### config.mk
export PLATFORM = sky130hd
export DESIGN_NAME = uart_tx_fifo_core
export DESIGN_NICKNAME = d
export VERILOG_FILES = /design/src/rtl/uart_tx_fifo_core.sv
export SDC_FILE = /design/constraint.sdc
export NUM_CORES = 1
export LEC_CHECK = 0
export ABC_AREA = 0
export BUFFER_PORTS_ARGS = -buffer_cell sky130_fd_sc_hd__buf_4
export CAP_MARGIN = 20
export CORE_MARGIN = 3
export CORE_UTILIZATION = 45
export CTS_CLUSTER_DIAMETER = 150
export DETAILED_ROUTE_END_ITERATION = 10
export PLACE_DENSITY_LB_ADDON = 0.08
export RECOVER_POWER = 100
export SLEW_MARGIN = 20
export SYNTH_ARGS = -nofsm -noshare
export SYNTH_HDL_FRONTEND = slang
export SYNTH_SLANG_ARGS = --single-unit
### constraint.sdc
create_clock -name clk -period 3.05 [get_ports clk]
set_input_delay 0.4575 -clock clk [delete_from_list [all_inputs] [get_ports clk]]
set_output_delay 0.4575 -clock clk [all_outputs]
set_load 0.005 [all_outputs]
### src/rtl/uart_tx_fifo_core.sv
// rtl/uart_tx_fifo_core.sv - parametrised UART transmitter with internal transmit FIFO
module uart_tx_fifo_core #(
  parameter int CLK_FRE    = 50,
  parameter int BAUD_RATE  = 115200,
  parameter int DATA_BITS  = 8,
  parameter int PARITY     = 0,
  parameter int STOP_BITS  = 1,
  parameter int FIFO_DEPTH = 16
) (
  input  logic                          clk,
  input  logic                          rst_n,
  input  logic [DATA_BITS-1:0]          tx_data,
  input  logic                          tx_data_valid,
  output logic                          tx_data_ready,
  output logic                          tx_busy,
  output logic [$clog2(FIFO_DEPTH):0]   fifo_level,
  output logic                          tx_ack,
  output logic                          tx_pin
);

  localparam int CYCLE = CLK_FRE * 1000000 / BAUD_RATE;
  localparam int AW    = $clog2(FIFO_DEPTH);
  localparam int LW    = AW + 1;

  localparam logic [15:0]   CYC_LAST  = 16'(CYCLE - 1);
  localparam logic [15:0]   CYC_ACK   = 16'(CYCLE - 2);
  localparam logic [3:0]    DATA_LAST = 4'(DATA_BITS - 1);
  localparam logic [3:0]    STOP_LAST = 4'(STOP_BITS - 1);
  localparam logic [LW-1:0] DEPTH_L   = LW'(FIFO_DEPTH);

  if (CYCLE < 2 || CYCLE > 65535) begin : g_bad_cycle
    $error("uart_tx_fifo_core: bit time must be 2..65535 clocks");
  end
  if (DATA_BITS < 5 || DATA_BITS > 9) begin : g_bad_data
    $error("uart_tx_fifo_core: DATA_BITS must be 5..9");
  end
  if (PARITY < 0 || PARITY > 2) begin : g_bad_parity
    $error("uart_tx_fifo_core: PARITY must be 0, 1 or 2");
  end
  if (STOP_BITS < 1 || STOP_BITS > 2) begin : g_bad_stop
    $error("uart_tx_fifo_core: STOP_BITS must be 1 or 2");
  end
  if (FIFO_DEPTH < 2 || FIFO_DEPTH > 256 || (1 << AW) != FIFO_DEPTH) begin : g_bad_depth
    $error("uart_tx_fifo_core: FIFO_DEPTH must be a power of two in 2..256");
  end

  typedef enum logic [2:0] {S_IDLE, S_START, S_DATA, S_PARITY, S_STOP} state_t;

  logic [DATA_BITS-1:0] mem [FIFO_DEPTH];
  logic [AW-1:0]        wr_ptr, rd_ptr;
  logic [LW-1:0]        level_next;
  logic [DATA_BITS-1:0] head;
  logic                 push, pop, avail;

  state_t               state, state_n;
  logic [15:0]          cnt, cnt_n;
  logic [3:0]           idx, idx_n;
  logic [DATA_BITS-1:0] shift, shift_n;
  logic                 par_bit, par_n;
  logic                 pin_n, busy_n, ack_n;

  assign push       = tx_data_valid && tx_data_ready;
  assign level_next = fifo_level + LW'(push) - LW'(pop);
  assign head       = mem[rd_ptr];

  // FIFO storage written on accept; left unreset
  always_ff @(posedge clk) begin
    if (push) mem[wr_ptr] <= tx_data;
  end

  // FIFO pointers, occupancy, registered ready and the delayed non-empty flag
  // that gives the fixed two-clock accept-to-start-bit latency from idle
  always_ff @(posedge clk or negedge rst_n) begin
    if (!rst_n) begin
      wr_ptr        <= '0;
      rd_ptr        <= '0;
      fifo_level    <= '0;
      tx_data_ready <= 1'b0;
      avail         <= 1'b0;
    end else begin
      if (push) wr_ptr <= wr_ptr + AW'(1);
      if (pop)  rd_ptr <= rd_ptr + AW'(1);
      fifo_level    <= level_next;
      tx_data_ready <= (level_next != DEPTH_L);
      avail         <= (fifo_level != '0);
    end
  end

  // Engine state register and registered line outputs
  always_ff @(posedge clk or negedge rst_n) begin
    if (!rst_n) begin
      state   <= S_IDLE;
      cnt     <= '0;
      idx     <= '0;
      shift   <= '0;
      par_bit <= 1'b0;
      tx_pin  <= 1'b1;
      tx_busy <= 1'b0;
      tx_ack  <= 1'b0;
    end else begin
      state   <= state_n;
      cnt     <= cnt_n;
      idx     <= idx_n;
      shift   <= shift_n;
      par_bit <= par_n;
      tx_pin  <= pin_n;
      tx_busy <= busy_n;
      tx_ack  <= ack_n;
    end
  end

  // Next-state: frame sequencing, bit timing, FIFO pop at frame launch
  always_comb begin
    state_n = state;
    cnt_n   = cnt;
    idx_n   = idx;
    shift_n = shift;
    par_n   = par_bit;
    pin_n   = tx_pin;
    busy_n  = tx_busy;
    ack_n   = 1'b0;
    pop     = 1'b0;
    case (state)
      S_IDLE: begin
        if (avail && fifo_level != '0) begin
          pop     = 1'b1;
          shift_n = head;
          par_n   = (PARITY == 1) ? ~(^head) : ^head;
          pin_n   = 1'b0;
          busy_n  = 1'b1;
          cnt_n   = '0;
          idx_n   = '0;
          state_n = S_START;
        end
      end
      S_START: begin
        if (cnt == CYC_LAST) begin
          cnt_n   = '0;
          idx_n   = '0;
          pin_n   = shift[0];
          state_n = S_DATA;
        end else begin
          cnt_n = cnt + 16'd1;
        end
      end
      S_DATA: begin
        if (cnt == CYC_LAST) begin
          cnt_n = '0;
          if (idx == DATA_LAST) begin
            idx_n = '0;
            if (PARITY != 0) begin
              pin_n   = par_bit;
              state_n = S_PARITY;
            end else begin
              pin_n   = 1'b1;
              state_n = S_STOP;
            end
          end else begin
            idx_n   = idx + 4'd1;
            shift_n = shift >> 1;
            pin_n   = shift[1];
          end
        end else begin
          cnt_n = cnt + 16'd1;
        end
      end
      S_PARITY: begin
        if (cnt == CYC_LAST) begin
          cnt_n   = '0;
          idx_n   = '0;
          pin_n   = 1'b1;
          state_n = S_STOP;
        end else begin
          cnt_n = cnt + 16'd1;
        end
      end
      S_STOP: begin
        // ack is raised so that it is visible during the final stop clock
        if (idx == STOP_LAST && cnt == CYC_ACK) ack_n = 1'b1;
        if (cnt == CYC_LAST) begin
          cnt_n = '0;
          if (idx == STOP_LAST) begin
            idx_n = '0;
            if (fifo_level != '0) begin
              pop     = 1'b1;
              shift_n = head;
              par_n   = (PARITY == 1) ? ~(^head) : ^head;
              pin_n   = 1'b0;
              state_n = S_START;
            end else begin
              busy_n  = 1'b0;
              state_n = S_IDLE;
            end
          end else begin
            idx_n = idx + 4'd1;
          end
        end else begin
          cnt_n = cnt + 16'd1;
        end
      end
      default: begin
        pin_n   = 1'b1;
        busy_n  = 1'b0;
        state_n = S_IDLE;
      end
    endcase
  end

endmodule

==> run metrics, run 1 <==
pre-CTS setup slack -21.6 ps; area of the multi-input gates 2590 um2; Syn. warnings 0; final core utilization 53.0%; delay-heaviest family, CP simple AND/OR/NAND/NOR gates; vias 4414; Crit Path Category reg2reg; crit path cell chain nor4_1 -> buf_4 -> and4_4 -> a31oi_4 -> nor2_4 -> ha_1 -> inv_1 -> ha_2 -> fa_2 -> a21oi_2 -> nor2_1 -> nor2_1 -> xnor2_1 -> nand3b_1; largest net degree at the start of global routing 50; worst path required time 3360 ps; crit path max fanout 3; Synth Flop Type edfxtp_1; critical path's most frequent cell nor2_1; initial antenna violation count 0; Pwr Density 653 nW/um2; grt ovf 0; fin crit period 2890 ps; number of synthesized register bits 177; worst r2r src cnt[13]; final instance area 8870 um2; Final setup viols 0; clk sinks 177; share of cells above drive strength 1 21.4%; # rows 47; number of enable flip-flop cells after synthesis 128; DRT antenna net count 0; worst r2r path cells 14; DP Wirelength 10.5 mm; Placed Cells 744; post-synthesis sequential area ratio 65.1%; Slowest cell on crit path dfrtp_1; DIE HEIGHT 138 um; Synth area leaders edfxtp_1, dfrtp_1, mux4_2; maximum capacitance violations 0; crit share post-route 94.6%; vias per std cell 5.68; Hold Buf Count CTS 0; clk_lat worst skew 430 ps; CTS tree built; # nets final 572; Tightest Pin Transition 1380 ps; DRT iter0 DRCs 319; relative slew slack 8.08%; Layout area overhead 13.9%; first-pass GRT wire length 25.0 mm; kind of start point of the critical path flop; Final Hold Viols 0; Max VDD drop 0.000529 V; Syn Nets 525; CTS Buf Count 17; DP Area 8320 um2; Hold Slack 336 ps; FILL cells 1377; Static Leak 3.28 nW; post-synth cell types 61; Routed wire per std cell 20.4 um; CTS root buffer clkbuf_16; Routed WL 15.9 mm; I/O Buffers 19; RR Endpoint tx_data_ready; initial core utilization 46.5%; Clk pin slew, worst setup/hold paths 70 ps; DRT Pass-1 Iters 4; HP Class in2async; clk buf depth 2; commonest non-fill, non-tap cell in the layout edfxtp_1; vias in the first global route 4446; # IOs 20; status finished clean; Worst EP arrival 3200 ps; max-slew violations 0; CP max stage delay 390 ps; ANT cells 0; dominant cell type by area after synthesis edfxtp_1; Mapped Cells 497; CP Capture Type flop; Die Width 138 um; mapped cell area 7790 um2; Final GP Congestion 0.804; Fmax 347 MHz; Core Footprint 16800 um2; Residual DRC 0; Worst R2R Setup Slack 160 ps; share of the synthesized area in the top cell type 49.3%; Power Total 5.80 mW; Buf/Inv on CP 2; ys async rst share 27.7%; commonest cells after routing, fill and taps aside edfxtp_1, dfrtp_1, buf_4, nand2_1; Setup WS post-layout 164 ps; Die ar. 18900 um2; Register Area 5070 um2; number of H-tree levels 4; All-Layer GR Usage 18.1%; syn_area_per_cell 15.7 um2; Non-Filler Instances 777; Max Clock Skew 13.4 ps; TNS Setup 0 ps
cell families (layout without fill, tap and decap cells):
logic type	count (synthesis)	after routing	share of synthesized area (%)
muxes	55	55	12.6
AOI/OAI and AO/OA	68	68	6.25
and+or+nand+nor	129	129	9.27
DFF	177	177	65.1
buffers and inverters	36	96	2.31
adders and majority gates	17	17	2.83
xor gates and xnor gates	15	15	1.69
report_power, final:
group	internal (mW)	switching (mW)	total, mW	leakage [nW]
Clock	1.05	0.936	1.99	0.263
Combinational	0.372	0.457	0.829	1.27
Sequential	2.86	0.119	2.98	1.75
registers in the layout, indices dropped and copies added, names as in the netlist:
register       count
tx_ack             1
cnt               16
wr_ptr             4
avail              1
fifo_level         5
tx_data_ready      1
tx_pin             1
tx_busy            1
idx                4
shift              8
rd_ptr             4
mem              128
state              3
synth_stat cells, drive strengths merged (2+ instances only):
library cell and n:
a211oi 2, a221oi 4, o31ai 2, nand2 22
o211ai 2, mux4 28, nand2b 3, ha 16
a21oi 12, buf 12, a31oi 6, edfxtp 128
clkbuf 8, a2bb2oi 2, mux2i 12, nor4 7
nor3b 6, a22o 4, xor2 4, nor2 17
a21o 5, o21ai 15, nand3b 4, xnor2 11
and2 14, nor3 13, nand4 3, inv 16
mux2 15, nor4b 2, nor2b 5, dfrtp 48
and3 9, and4 2, a32o 2, a221o 4
or3 4, nand3 15
metal layers:
| metal | track usage, % | share of wire [%] | up-vias |
|---|---|---|---|
| met5 | 0 | 0 | - |
| met1 | 26.1 | 48 | 2278 |
| met2 | 27.5 | 48 | 76 |
| met3 | 4.53 | 3.8 | 11 |
| li1 | - | - | 2049 |
| met4 | 4.99 | 0.84 | 0 |
worst max-delay path by stage:
| stage | start | end | slack, ps | cells past startpoint |
|---|---|---|---|---|
| 2_1_floorplan | cnt[0] | tx_data_ready | 190 | 14 |
| 3_3_place_gp | cnt[13] | tx_data_ready | 9 | 14 |
| 3_5_place_dp | cnt[14] | tx_data_ready | -20 | 14 |
| 4_1_cts | cnt[1] | tx_data_ready | 40 | 15 |
| 5_1_grt | cnt[1] | tx_data_ready | -40 | 15 |
| 6_report | cnt[13] | tx_data_ready | 160 | 14 |
repair_timing:
action | CTS | global route
setup endpoints to repair | 1 | 2
gates resized for setup | 2 | 11
pin swaps | 0 | 5
setup buffers | 0 | 1
area by class of cell:
cell class | count | area share (%)
Inverter | 16 | 0.677
Clock inverter | 14 | 1.20
Timing Repair Buffer | 48 | 3.89
Tap cell | 220 | 3.10
Multi-Input combinational cell | 284 | 29.2
Sequential cell | 177 | 57.1
Clock buffer | 18 | 4.84
Note: power is estimated with default switching activity, not from simulation.
==> run 2: changes to the inputs <==
--- a/config.mk
+++ b/config.mk
@@ -8,12 +8,15 @@
 export ABC_AREA = 0
 export BUFFER_PORTS_ARGS = -buffer_cell sky130_fd_sc_hd__buf_4
 export CAP_MARGIN = 20
+export CELL_PAD_IN_SITES_DETAIL_PLACEMENT = 2
+export CELL_PAD_IN_SITES_GLOBAL_PLACEMENT = 2
 export CORE_MARGIN = 3
-export CORE_UTILIZATION = 45
+export CORE_UTILIZATION = 42
 export CTS_CLUSTER_DIAMETER = 150
 export DETAILED_ROUTE_END_ITERATION = 10
 export PLACE_DENSITY_LB_ADDON = 0.08
 export RECOVER_POWER = 100
+export SKIP_CTS_REPAIR_TIMING = 1
 export SLEW_MARGIN = 20
 export SYNTH_ARGS = -nofsm -noshare
 export SYNTH_HDL_FRONTEND = slang
==> run 2 against run 1 <==
  * Non-clock buffer count rose by 2
  * Register-to-register slack improved by 30 ps
  * Worst setup slack improved by 30 ps
  * Critical path depth fell by 7
  * Sequential share of layout area fell by 0.15 points
  * Via count rose by 2.5%
  * First-iteration DRC count fell by 23%
  * Worst hold slack got worse by 15 ps
  * Clock power rose by 10%
  * Combinational power rose by 4.0%
  * Clock skew fell by 1.3 ps
  * Total power rose by 4.2%
  * Critical path type unchanged
  * Critical endpoint is now shift[7]
==> run metrics, run 2 (synthesis gave the netlist of run 1 again) <==
status finished clean; Clk pin slew, worst setup/hold paths 70 ps; CP max stage delay 670 ps; part of the power in registers 49.4%; DRT Pass-1 Iters 5; relative slew slack 6.74%; vias per std cell 5.74; Pwr Density 679 nW/um2; FILL cells 1652; Final setup viols 0; Max VDD drop 0.000450 V; share of cells above drive strength 1 19.1%; clk_lat worst skew 440 ps; Slowest cell on crit path dfrtp_1; DIE HEIGHT 142 um; Layout area overhead 14.2%; worst r2r src rd_ptr[0]; Final GP Congestion 0.761; Routed WL 19.2 mm; worst r2r path cells 7; ANT cells 0; Placed Cells 755; CTS tree built; Max Clock Skew 12.1 ps; Tightest Pin Transition 1400 ps; initial core utilization 43.1%; grt ovf 0; Sw Ratio 27.4%; Worst R2R Setup Slack 190 ps; # rows 49; Static Leak 3.27 nW; max-slew violations 0; Largest regs mem (128), cnt (16), shift (8); clk sinks 177; fin crit period 2860 ps; vias in the first global route 5101; commonest cells after routing, fill and taps aside edfxtp_1, dfrtp_1, buf_4, nand2_1; number of H-tree levels 4; met3 Use GR 3.80%; commonest non-fill, non-tap cell in the layout edfxtp_1; DP Area 8350 um2; Non-Filler Instances 788; DRT antenna net count 0; initial antenna violation count 0; Worst EP arrival 3160 ps; maximum capacitance violations 0; RR Endpoint shift[7]; P_int 4.38 mW; crit share post-route 93.6%; largest net degree at the start of global routing 50; I/O Buffers 19; first-pass GRT wire length 31.1 mm; vias 4524; DRT iter0 DRCs 245; crit path max fanout 14; Die ar. 20200 um2; clk buf depth 2; met2 usage 33.4%; CTS root buffer clkbuf_16; # nets final 574; Most flops, register mem; Crit Path Category reg2reg; Fmax 350 MHz; CTS Buf Count 17; Sw Pwr 1.66 mW; DP Wirelength 13.0 mm; # IOs 20; Die Width 142 um; max FFs per register 128; Residual DRC 0; worst path required time 3350 ps; HP Class in2async; crit path cell chain buf_12 -> clkbuf_4 -> clkbuf_1 -> mux4_2 -> a22oi_1 -> nand2_1 -> o2bb2ai_1; Comb pwr share 14.3%; final instance area 8900 um2; Core Footprint 18100 um2; GRT busiest layer met2; kind of start point of the critical path flop; Routed wire per std cell 24.4 um; CP Capture Type flop; Clk pwr share 36.3%; M1 GR Usage 29.3%; All-Layer GR Usage 20.7%; Final Hold Viols 0
[run 2: cell types whose count changed in the layout (fill, tap and decap cells not counted), moves of 2 or more]
| cell | previous run | this run |
|---|---|---|
| inv_8 | 1 | 3 |
| clkinv_8 | 0 | 3 |
| and2_0 | 0 | 12 |
| mux2_4 | 5 | 2 |
| buf_4 | 26 | 23 |
| and2_1 | 14 | 2 |
| clkbuf_1 | 11 | 17 |
| mux2_1 | 0 | 3 |
| clkinv_4 | 3 | 1 |
| clkbuf_4 | 9 | 7 |
| clkinv_2 | 2 | 0 |
[run 2: per-layer routing]
| layer | part of all wire (%) | vias up |
|---|---|---|
| li1 | - | 2053 |
| met4 | 0.95 | 0 |
| met5 | 0 | - |
| met2 | 49 | 74 |
| met3 | 3.4 | 16 |
| met1 | 46 | 2381 |
[run 2: how the worst max path moves through the flow]
stage / startpoint / end / depth (start not counted)
floorplan: cnt[0] / tx_data_ready / 14
global placement: cnt[1] / tx_data_ready / 15
detailed placement: cnt[1] / tx_data_ready / 15
CTS: cnt[1] / tx_data_ready / 15
global route: cnt[1] / tx_data_ready / 15
finish: rd_ptr[0] / shift[7] / 7
[run 2: final cells by class]
cell class / count / area (um2) / share of cell area [%]
clock buffers: 17 / 425 / 4.78
clock inverters: 15 / 171 / 1.93
inverters: 16 / 60.1 / 0.675
multi-input cells: 284 / 2550 / 28.7
flip-flops and latches: 177 / 5070 / 57.0
well taps: 229 / 287 / 3.22
repair buffers: 50 / 334 / 3.75
[run 2: worst max-delay path, delay by kind of cell, from the launching register on]
kind | cells | cell delay, ps
AOI/OAI and AO/OA | 2 | 340
buffers and inverters | 3 | 1010
DFF | 1 | 670
muxes | 1 | 620
and+or+nand+nor | 1 | 80
[run 2: power by group through the flow]
| stage | combinational, mW | sequential, mW | clock (mW) |
|---|---|---|---|
| 2_1_floorplan | 0.493 | 3.00 | 0 |
| 3_5_place_dp | 0.849 | 3.04 | 0 |
| 5_1_grt | 0.965 | 3.02 | 2.34 |
| 6_report | 0.862 | 2.99 | 2.19 |
| 4_1_cts | 0.855 | 2.99 | 2.24 |
| 3_3_place_gp | 0.805 | 3.01 | 0 |
[run 2: stage by stage]
stage / utilization [%] / setup TNS [ps] / total power [mW] / hold slack [ps] / setup WS (ps)
4_1_cts: 49.5 / -45.9 / 6.09 / 97.2 / -45.9
5_1_grt: 49.2 / -9.26 / 6.32 / 322 / -9.26
3_3_place_gp: 46.2 / 0 / 3.82 / 498 / 107
6_report: 49.2 / 0 / 6.04 / 321 / 195
3_5_place_dp: 46.2 / -29.3 / 3.89 / 504 / -29.3
2_1_floorplan: - / 0 / 3.49 / 162 / 185
